## src/rtl/mem_access_stage.sv

```systemverilog
// rtl/mem_access_stage.sv - memory-access pipeline stage with handshaked data-memory port and MEM/WB register
module mem_access_stage #(
  parameter int TIMEOUT = 64
) (
  input  logic        clk,
  input  logic        reset,
  input  logic        regwrite_in,
  input  logic        memtoreg_in,
  input  logic        memwrite_in,
  input  logic        memread_in,
  input  logic [2:0]  funct3_in,
  input  logic [63:0] alu_in,
  input  logic [63:0] store_in,
  input  logic [4:0]  rd_in,
  output logic        dmem_req,
  output logic        dmem_we,
  output logic [63:0] dmem_addr,
  output logic [7:0]  dmem_be,
  output logic [63:0] dmem_wdata,
  input  logic        dmem_ready,
  input  logic [63:0] dmem_rdata,
  output logic        stall,
  output logic        wb_regwrite,
  output logic        wb_memtoreg,
  output logic [63:0] wb_alu,
  output logic [63:0] wb_load,
  output logic [4:0]  wb_rd,
  output logic        misalign,
  output logic        bus_err
);

  localparam int CW = (TIMEOUT > 1) ? $clog2(TIMEOUT) : 1;
  localparam logic [CW-1:0] LAST_WAIT = CW'(TIMEOUT - 1);

  typedef enum logic {IDLE, BUSY} stateType;
  stateType state;

  logic [CW-1:0] waitCnt;
  logic [2:0]    reqF3;
  logic [2:0]    reqOff;
  logic          reqRegwrite;
  logic          reqMemtoreg;
  logic [4:0]    reqRd;
  logic [63:0]   reqAlu;

  logic       isMem, isWrite, sizeOk, aligned, accept, timeoutHit;
  logic [2:0] off;
  logic [7:0] baseBe;
  logic [63:0] shifted, loadExt;

  assign off = alu_in[2:0];

  always_comb begin
    isMem   = memread_in | memwrite_in;
    isWrite = memwrite_in & ~memread_in;
    // Unsigned sizes exist only for loads; 111 is never a valid access.
    sizeOk  = (funct3_in != 3'b111) && !(isWrite && funct3_in[2]);
    aligned = 1'b1;
    baseBe  = 8'h01;
    case (funct3_in[1:0])
      2'b00: begin aligned = 1'b1;             baseBe = 8'h01; end
      2'b01: begin aligned = ~off[0];          baseBe = 8'h03; end
      2'b10: begin aligned = (off[1:0] == 2'b00); baseBe = 8'h0F; end
      default: begin aligned = (off == 3'b000); baseBe = 8'hFF; end
    endcase
    accept = isMem & sizeOk & aligned;
  end

  always_comb begin
    shifted = dmem_rdata >> {reqOff, 3'b000};
    case (reqF3)
      3'b000:  loadExt = {{56{shifted[7]}}, shifted[7:0]};
      3'b001:  loadExt = {{48{shifted[15]}}, shifted[15:0]};
      3'b010:  loadExt = {{32{shifted[31]}}, shifted[31:0]};
      3'b100:  loadExt = {56'd0, shifted[7:0]};
      3'b101:  loadExt = {48'd0, shifted[15:0]};
      3'b110:  loadExt = {32'd0, shifted[31:0]};
      default: loadExt = shifted;
    endcase
  end

  assign timeoutHit = (waitCnt == LAST_WAIT);

  // The timeout cycle releases the stall so upstream does not re-present the aborted op.
  always_comb begin
    if (state == IDLE) stall = accept;
    else               stall = ~dmem_ready & ~timeoutHit;
  end

  always_ff @(posedge clk) begin
    if (reset) begin
      state       <= IDLE;
      waitCnt     <= '0;
      reqF3       <= '0;
      reqOff      <= '0;
      reqRegwrite <= 1'b0;
      reqMemtoreg <= 1'b0;
      reqRd       <= '0;
      reqAlu      <= '0;
      dmem_req    <= 1'b0;
      dmem_we     <= 1'b0;
      dmem_addr   <= '0;
      dmem_be     <= '0;
      dmem_wdata  <= '0;
      wb_regwrite <= 1'b0;
      wb_memtoreg <= 1'b0;
      wb_alu      <= '0;
      wb_load     <= '0;
      wb_rd       <= '0;
      misalign    <= 1'b0;
      bus_err     <= 1'b0;
    end else begin
      misalign <= 1'b0;
      bus_err  <= 1'b0;
      case (state)
        IDLE: begin
          if (accept) begin
            state       <= BUSY;
            waitCnt     <= '0;
            dmem_req    <= 1'b1;
            dmem_we     <= isWrite;
            dmem_addr   <= {alu_in[63:3], 3'b000};
            dmem_be     <= baseBe << off;
            dmem_wdata  <= store_in << {off, 3'b000};
            reqF3       <= funct3_in;
            reqOff      <= off;
            reqRegwrite <= regwrite_in;
            reqMemtoreg <= memtoreg_in;
            reqRd       <= rd_in;
            reqAlu      <= alu_in;
            wb_regwrite <= 1'b0;
            wb_memtoreg <= 1'b0;
          end else begin
            wb_regwrite <= regwrite_in & ~isMem;
            wb_memtoreg <= memtoreg_in & ~isMem;
            wb_alu      <= alu_in;
            wb_rd       <= rd_in;
            wb_load     <= '0;
            misalign    <= isMem;
          end
        end
        BUSY: begin
          if (dmem_ready) begin
            state       <= IDLE;
            waitCnt     <= '0;
            dmem_req    <= 1'b0;
            wb_regwrite <= reqRegwrite & ~dmem_we;
            wb_memtoreg <= reqMemtoreg & ~dmem_we;
            wb_alu      <= reqAlu;
            wb_rd       <= reqRd;
            wb_load     <= loadExt;
          end else if (timeoutHit) begin
            state       <= IDLE;
            waitCnt     <= '0;
            dmem_req    <= 1'b0;
            bus_err     <= 1'b1;
            wb_regwrite <= 1'b0;
            wb_memtoreg <= 1'b0;
            wb_alu      <= reqAlu;
            wb_rd       <= reqRd;
            wb_load     <= '0;
          end else begin
            waitCnt <= waitCnt + CW'(1);
          end
        end
        default: state <= IDLE;
      endcase
    end
  end

endmodule

```

## config.mk

```make
export PLATFORM = sky130hd
export DESIGN_NAME = mem_access_stage
export DESIGN_NICKNAME = d
export VERILOG_FILES = /design/src/rtl/mem_access_stage.sv
export SDC_FILE = /design/constraint.sdc
export NUM_CORES = 1
export LEC_CHECK = 0
export ABC_AREA = 1
export BUFFER_PORTS_ARGS = -buffer_cell sky130_fd_sc_hd__buf_4
export CORE_AREA = 2 2 186 188
export CTS_CLUSTER_DIAMETER = 200
export CTS_CLUSTER_SIZE = 20
export DETAILED_ROUTE_END_ITERATION = 12
export DIE_AREA = 0 0 188 190
export GPL_TIMING_DRIVEN = 0
export PLACE_DENSITY = 0.73
export SLEW_MARGIN = 5
export SYNTH_ARGS = -nofsm -noshare
export SYNTH_HDL_FRONTEND = slang
export SYNTH_SLANG_ARGS = --single-unit
export TNS_END_PERCENT = 20
```

## constraint.sdc

```tcl
create_clock -name clk -period 2.1 [get_ports clk]
set_clock_uncertainty 0.2 [all_clocks]
set_input_delay 0.105 -clock clk [delete_from_list [all_inputs] [get_ports clk]]
set_output_delay 0.105 -clock clk [all_outputs]
set_load 0.01 [all_outputs]
```

Word level (Yosys, flattened, before mapping)
Cells that the tools add are included.

word-level totals
  word-level logic and storage cells = 99
  register bits after elaboration = 356
  input bits = 207
  output and inout bits = 276

cells by class
  bitwise operators = 16
  shift-type cells = 3
  equality and inequality tests = 12
  add/subtract/negate cells = 1
  multiplexer cells = 35
  reductions and logical operators = 12

operators by type and width
  cell                   number
  $mux W64               6
  $pmux W64 S6           1
  $pmux W64 S2           2
  $shl A64 B6 Y64        1
  $shr A64 B6 Y64        1
  $pmux W8 S3            1
  $mux W6                3
  $mux W5                3
  $mux W1                12
  $pmux W6 S2            1
  $pmux W5 S2            1
  $eq A3 B3 Y1 const B   3
  $and A1 B1 Y1          8
  $pmux W1 S2            4
  $shl A8 B3 Y8          1
  $not A1 Y1             7
  $add A6 B1 Y6 const B  1
  $eq A6 B6 Y1 const B   1
  $logic_not A3 Y1       2
  $reduce_and A2 Y1      3
  $reduce_or A3 Y1       2
  $logic_not A2 Y1       2
  $ne A2 B2 Y1 const B   2
  $eq A3 B1 Y1 const B   1
  9 further kinds        10

Logic depth before layout (Yosys ltp)
Gate-level depths: netlist (run 1).

  depth in word-level cells = 9
  gate-level depth with buffers = 13
  mapped depth without buffers = 11

Least setup slack after synthesis (run 1)
OpenSTA, ideal clock, no wires.

  kind = reg-to-reg
  start = register waitCnt[0]
  end = register wb_alu[30]
  data arrival time = 1.553 ns
  data required time = 1.830 ns
  buffers on the path = 1
  setup slack = 0.276 ns
  library setup time = 0.070 ns
  clock period less this slack = 1.824 ns
  cell stages (with the launch flop) = 11
  cells stage by stage = dfxtp_1 > ha_1 > nand2_1 > nor2_1 > nand2_1 > nand2_1 > nand2_4 > inv_4 > clkbuf_1 > nand2_1 > a21oi_1

on the way
  cells in the longest elaborated chain, start to end = 3

ends and longest elaborated chain
  element                             line  source
  start, declared                     38    logic [CW-1:0] waitCnt;
  start signal, assigned              163   waitCnt <= waitCnt + CW'(1);
  $eq A6 B6 Y1                        82    assign timeoutHit = (waitCnt == LAST_WAIT);
  $ne A3 B2 Y1 (no source line)       n/a
  $reduce_and A2 Y1 (no source line)  n/a
  end signal, assigned                136   wb_alu <= alu_in;
  end signal, assigned                149   wb_alu <= reqAlu;
  end signal, assigned                159   wb_alu <= reqAlu;
  end, declared                       25    output logic [63:0] wb_alu,

No other way between the ends.
A chain may end at the register's enable or synchronous reset.

Final worst setup path (run 1)
  start = register waitCnt[0]
  end = output port stall

on the way
  cells in the longest elaborated chain, start to end = 4

ends and longest elaborated chain
  element        line  source
  $eq A6 B6 Y1   82
  $not A1 Y1     87    else stall = ~dmem_ready & ~timeoutHit;
  $and A1 B1 Y1  87
  $mux W1        86    if (state == IDLE) stall = accept;
  end, declared  22    output logic stall,

No other way between the ends.

==> results.py, run 1 <==
metrics = {
    "clocking": {
        "cts-root-buf": "clkbuf_16",
        "numClockSinks": 292,
        "cts_tree": "done",
        "cts_buffers": 18,
        "clk_pin_slew_ns": 0.09,
        "cts_max_level": 1,
        "cts_max_path_buffers": 3,
        "clock_latency_ns": 0.53,
    },
    "drt": {
        "ant_nets": 0,
        "drt-wirelength-per-cell_um": 20.2,
        "met2_length_um": 33400,
        "viasPerCell": 5.47,
        "route.top_layer_used": "met5",
        "wl_met3_um": 6890,
        "dr_total_vias": 19700,
        "drc": 0,
        "drt-initial-drc-count": 1841,
        "dr.pass1.iters": 6,
        "wl_met1_um": 28100,
        "drt_wl_total_um": 72600,
    },
    "synthesis": {
        "synth.area.top_cells": "dfxtp_1, nand2_1, a21oi_1",
        "netlist_area_um2": 15400,
        "synth_top_cell_area_share_pct": 38.0,
        "synth_cells": 2468,
        "syn_area_per_cell_um2": 6.24,
        "yosys_warnings": 0,
        "synth-seq-cells": 292,
        "synth.area.mux_share_pct": 0,
        "synth-seq-area-share_pct": 38.0,
        "synthSimpleGateAreaFrac_pct": 34.9,
        "ys_types": 35,
        "synth_top_area_cell": "dfxtp_1",
        "synthAdderAreaFrac_pct": 0.0812,
        "synth_top_family_by_area": "simple AND/OR/NAND/NOR gates",
        "synth_xor_area_share_pct": 0.0569,
        "synth_compound_area_share_pct": 16.3,
    },
    "timing": {
        "max_freq_mhz": 470,
        "setup-tns-final_ns": -0.0285,
        "slew_headroom_pct": 45.3,
        "maxSlewViolCount": 0,
        "setup_viol": 1,
        "setup_slack_ns": -0.0285,
        "period_needed_ns": 2.13,
        "hold_viol": 3,
        "rsz0062_at_grt": "yes",
        "hold_ws_ns": -0.0104,
        "fin_crit_sh_pct": 101,
        "tightest_slew_ns": 0.821,
    },
    "min_path": {
        "worstHoldPathType": "primary input to flip-flop",
    },
    "setup_path": {
        "crit_path_end_kind": "output port",
        "crit_family": "simple AND/OR/NAND/NOR gates",
        "crit_path_top_delay_cell": "dfxtp_4",
        "worst_ep_arrival_time_ns": 1.82,
        "critPathKind": "flip-flop to output port",
        "ff2ff_setup_slack_ns": 0.01,
        "cpMostUsedCell": "nand2_4",
        "r2r-start": "state$_SDFF_PP0_",
        "critPathMaxFanout": 6,
        "endpoint": "stall",
        "critPathMaxStageDelay_ns": 0.39,
        "crit_start": "waitCnt[0]$_SDFFE_PP0P_",
        "worst_setup_path_start_kind": "flip-flop",
        "crit_chain": "ha_4, nand2_2, nor2_4, nand2_4, nand2_4, nand2_4, buf_8, buf_4",
        "r2r-end": "dmem_be[7]$_SDFFE_PP0P_",
        "rr_worst_depth": 7,
        "path_buf_inv": 2,
        "required_ns": 1.79,
        "cp.depth": 8,
    },
    "power": {
        "p_leak_nw": 10.8,
        "p_per_area_nw_per_um2": 643,
        "ir_drop_mv": 0.569,
    },
    "grt": {
        "grt_max_degree": 21,
        "grt_use_total_pct": 38.8,
        "grt.overflow.total": 0,
        "grt_pass1_wl_um": 108000,
        "grt_antenna_before_repair": 5,
        "grt_pass1_vias": 18900,
    },
    "die": {
        "die_height_um": 190,
        "coreArea_um2": 33900,
        "dieArea_um2": 35700,
        "rows": 68,
        "dieWidth_um": 188,
        "io_pins": 483,
        "initial_core_util_pct": 45.4,
    },
    "run": {
        "drv_cap": 0,
    },
    "cells_and_area": {
        "final_core_util_pct": 64.8,
        "nets": 3344,
        "fill_cells": 3125,
        "multi_input_area_um2": 8040,
        "areaGrowthSynthToFinish_pct": 42.8,
        "drive_gt1_share_pct": 23.3,
        "seq_area_um2": 5860,
    },
    "placement": {
        "dp_hpwl_um": 55400,
        "port_buffers": 476,
        "place_congestion": 1.00,
    },
    "status": {
        "violations": "negative hold slack, negative setup slack",
        "outcome": "complete, but fails checks",
    },
}
==> worst register-to-register path: stages, from the launching register on <==
cell and delay (ns):
dfxtp_1 0.43, inv_1 0.09, buf_4 0.20, nand3_4 0.14, buf_4 0.24, clkbuf_1 0.45, nand3_1 0.14, o21ai_1 0.10
==> Yosys cell counts <==
cell,instances
o22ai_1,1
nor2_4,1
clkbuf_1,99
buf_2,44
nor2_1,138
o211a_1,1
inv_2,6
xnor2_1,1
inv_4,1
a21boi_0,1
o21ai_0,208
dfxtp_1,292
nand2_1,1026
o31ai_1,3
buf_1,21
o211ai_1,28
nor2_2,1
buf_4,80
clkbuf_2,1
o21bai_1,1
nor3_1,2
a21oi_1,222
a211oi_1,5
inv_1,87
nand3_4,1
a31oi_1,2
nand2_2,3
conb_1,1
nand4_1,4
or2_2,25
ha_1,1
nor3_2,1
o21ai_1,10
nand2_4,1
nand3_1,149
==> logic make-up (layout without fill, tap and decap cells) <==
family,Yosys count,after routing
flip-flops,292,292
adder cells (fa/ha/maj),1,1
buffers and inverters,339,1005
AND/OR/NAND/NOR,1352,1352
XOR/XNOR,1,1
other,1,6
AO/OA/AOI/OAI,482,482
==> power breakdown <==
group	internal [mW]	switching (mW)
clock	1.56	1.97
combinational	1.79	2.70
sequential	5.89	0.240
total	9.24	4.91
==> registers in the layout (all words and copies together) (netlist names), 2 cells and up <==
register    cells
wb_load        64
reqF3           3
dmem_be         8
reqAlu         62
reqRd           5
wb_alu         64
waitCnt         6
reqOff          2
dmem_wdata     64
wb_rd           5
==> metal layers <==
| metal | vias up | global-route usage [%] |
|---|---|---|
| li1 | 9148 | - |
| met1 | 9141 | 46.5 |
| met2 | 1124 | 65.2 |
| met3 | 251 | 9.15 |
| met4 | 4 | 19.7 |
| met5 | - | 0 |
==> cell type report <==
cell class	instances	area share, %
antenna	3	0.0341
tap	455	2.59
sequential	292	26.6
multi-input combinational	1839	36.6
inverter	94	1.64
clock inverter	2	0.114
clock buffer	18	2.05
buffer	244	6.41
timing repair buffer	647	24.0
==> how the worst min path moves through the flow <==
stage | start | to | cells past startpoint
2_1_floorplan | alu_in[10] | reqAlu[10]$_SDFFE_PP0P_ | 2
3_3_place_gp | rd_in[4] | reqRd[4]$_SDFFE_PP0P_ | 3
3_5_place_dp | rd_in[4] | reqRd[4]$_SDFFE_PP0P_ | 3
4_1_cts | funct3_in[2] | reqF3[2]$_SDFFE_PP0P_ | 3
5_1_grt | dmem_rdata[63] | wb_load[31]$_SDFFE_PP0P_ | 7
6_report | memread_in | dmem_wdata[9]$_SDFFE_PP0P_ | 7
==> layout by cell type (no fill, tap or decap), types with 18 or more instances in the layout <==
cell type / count
a21oi_1: 220
buf_2: 33
buf_4: 571
clkbuf_1: 79
clkbuf_16: 18
clkbuf_2: 20
dfxtp_1: 284
dlygate4sd3_1: 159
inv_1: 86
nand2_1: 1018
nand3_1: 145
nor2_1: 132
o211ai_1: 28
o21ai_0: 192
o21ai_1: 25
or2_2: 25
==> what timing repair did <==
item | in CTS | in global routing
resized for setup | 61 | 71
buffers inserted | 3 | 8
hold endpoints to repair | 223 | 7
pin swaps | 3 | 5
endpoints found under the setup margin | 275 | 200
hold buffers | 160 | 1
==> metrics by stage <==
step	setup slack, ns	power (mW)	hold slack [ns]	instance area [um2]	std cells
3_5_place_dp	-0.510	10.2	0.170	19600	3401
4_1_cts	-0.0888	14.0	-0.277	21800	3583
6_report	-0.0285	14.1	-0.0104	22000	3594
2_1_floorplan	0.276	8.33	0.0479	15400	2470
5_1_grt	-0.106	14.7	0.0378	22000	3593
3_3_place_gp	-0.508	10.2	0.161	19600	3401
(Power assumes the default switching activity.)
==> inputs of run 2 (changes only) <==
MAX_ROUTING_LAYER = met4   (was not set)
RECOVER_POWER = 50   (was not set)
==> results.py, run 2 (synthesis gave the netlist of run 1 again) <==
metrics = {
    "cells_and_area": {
        "fin_area_um2": 21100,
        "areaGrowthSynthToFinish_pct": 36.7,
        "nets": 3333,
        "drive_gt1_share_pct": 16.1,
        "reg_top3": "dmem_wdata (64), wb_alu (64), wb_load (64)",
        "final_core_util_pct": 62.0,
        "layout.cells.non_filler": 3585,
        "final_common_cell": "nand2_1",
        "layout_common_cells": "nand2_1, clkbuf_1, buf_4",
    },
    "clocking": {
        "cts-root-buf": "clkbuf_16",
        "numClockSinks": 292,
        "cts_max_level": 1,
        "clock_latency_ns": 0.53,
        "cts_buffers": 18,
        "clk_pin_slew_ns": 0.09,
        "cts_tree": "done",
        "cts_max_path_buffers": 3,
    },
    "grt": {
        "grt_pass1_vias": 19100,
        "grt_max_degree": 21,
        "grt_pass1_wl_um": 111000,
        "grt_antenna_before_repair": 4,
        "grt.overflow.total": 0,
        "grt_use_total_pct": 41.5,
    },
    "placement": {
        "place_area_um2": 19600,
        "place_congestion": 1.00,
        "port_buffers": 476,
        "place_inst": 3401,
        "dp_hpwl_um": 57000,
    },
    "die": {
        "die_height_um": 190,
        "initial_core_util_pct": 45.4,
        "coreArea_um2": 33900,
        "dieArea_um2": 35700,
        "io_pins": 483,
        "rows": 68,
        "dieWidth_um": 188,
    },
    "power": {
        "p_leak_nw": 9.75,
        "finalPower_mw": 14.0,
        "p_per_area_nw_per_um2": 665,
        "ir_drop_mv": 0.561,
    },
    "status": {
        "outcome": "complete, but fails checks",
        "violations": "negative hold slack, negative setup slack",
    },
    "setup_path": {
        "endpoint": "stall",
        "critPathKind": "flip-flop to output port",
        "crit_path_end_kind": "output port",
        "worst_setup_path_start_kind": "flip-flop",
        "critPathMaxFanout": 10,
        "worst_ep_arrival_time_ns": 1.87,
        "required_ns": 1.79,
        "r2r-start": "waitCnt[0]$_SDFFE_PP0P_",
        "r2r-end": "dmem_req$_SDFFE_PP0P_",
        "crit_start": "waitCnt[0]$_SDFFE_PP0P_",
        "ff2ff_setup_slack_ns": -0.06,
        "rr_worst_depth": 9,
    },
    "timing": {
        "hold_viol": 4,
        "setup_slack_ns": -0.0797,
        "maxSlewViolCount": 0,
        "slew_headroom_pct": 47.9,
        "setup_viol": 3,
        "rsz0062_at_grt": "yes",
        "hold_ws_ns": -0.0596,
        "tightest_slew_ns": 0.781,
        "period_needed_ns": 2.18,
        "fin_crit_sh_pct": 104,
        "max_freq_mhz": 459,
    },
    "drt": {
        "drt_wl_total_um": 75000,
        "drc": 0,
        "drt-wirelength-per-cell_um": 20.9,
        "dr.pass1.iters": 10,
        "dr_total_vias": 19800,
        "viasPerCell": 5.53,
        "met2_length_um": 34100,
        "drt-initial-drc-count": 2031,
        "wl_met1_um": 29200,
        "wl_met3_um": 6800,
        "ant_nets": 0,
        "route.top_layer_used": "met4",
    },
    "run": {
        "drv_cap": 0,
    },
    "min_path": {
        "min-delay-start": "dmem_rdata[41]",
        "worstHoldPathType": "primary input to flip-flop",
    },
}
-- run 2: how the worst min path moves through the flow --
stage	endpoint	slack [ns]	cells past startpoint
floorplan	reqAlu[10]$_SDFFE_PP0P_	0.05	2
global placement	reqRd[4]$_SDFFE_PP0P_	0.16	3
detailed placement	reqRd[4]$_SDFFE_PP0P_	0.17	3
CTS	wb_load[0]$_SDFFE_PP0P_	0.0005	7
global route	wb_load[5]$_SDFFE_PP0P_	0.003	7
finish	wb_load[25]$_SDFFE_PP0P_	-0.06	7
-- run 2: final cells by class --
| class | instances | area, um2 |
|---|---|---|
| fill | 3408 | 12900 |
| multi-input combinational | 1839 | 8040 |
| sequential | 292 | 5860 |
| timing repair buffer | 637 | 4330 |
| buffer | 243 | 1430 |
| tap | 455 | 569 |
| clock buffer | 18 | 450 |
| inverter | 94 | 355 |
| clock inverter | 2 | 25.0 |
| antenna | 5 | 12.5 |
-- run 2: report_power, final --
group | switching, mW | total (mW) | internal, mW
Combinational | 2.75 | 4.31 | 1.57
Sequential | 0.243 | 6.13 | 5.89
Clock | 1.99 | 3.55 | 1.56
Total | 4.98 | 14.0 | 9.01
-- run 2: worst max-delay path, stage by stage (launching register included) --
cell	delay [ns]
dfxtp_2	0.38
ha_4	0.16
nand2_2	0.09
nor2_4	0.12
nand2_2	0.09
nand2_2	0.11
nand2_4	0.09
buf_8	0.15
buf_4	0.14
-- run 2: through the flow --
| step | TNS, ns | setup WS, ns | hold WS [ns] |
|---|---|---|---|
| floorplan | 0 | 0.276 | 0.0479 |
| global placement | -54.08 | -0.409 | 0.162 |
| detailed placement | -52.42 | -0.391 | 0.171 |
| CTS | -0.0127 | -0.0127 | 0.000541 |
| global route | -1.46 | -0.126 | 0.00285 |
| finish | -0.143 | -0.0797 | -0.0596 |
-- run 2: timing repair --
| item | 4_1_cts | 5_1_grt |
|---|---|---|
| pin swaps | 2 | 6 |
| gates resized for setup | 64 | 79 |
| endpoints found under the setup margin | 274 | 155 |
| hold endpoints to repair | 208 | 1 |
| buffers inserted | 2 | 2 |
| hold buffers | 156 | 1 |
-- run 2: metal layers --
layer | global-route usage, % | up-vias
li1 | - | 9139
met5 | - | -
met4 | 20.2 | 0
met2 | 68.2 | 1241
met3 | 6.66 | 292
met1 | 49.8 | 9151
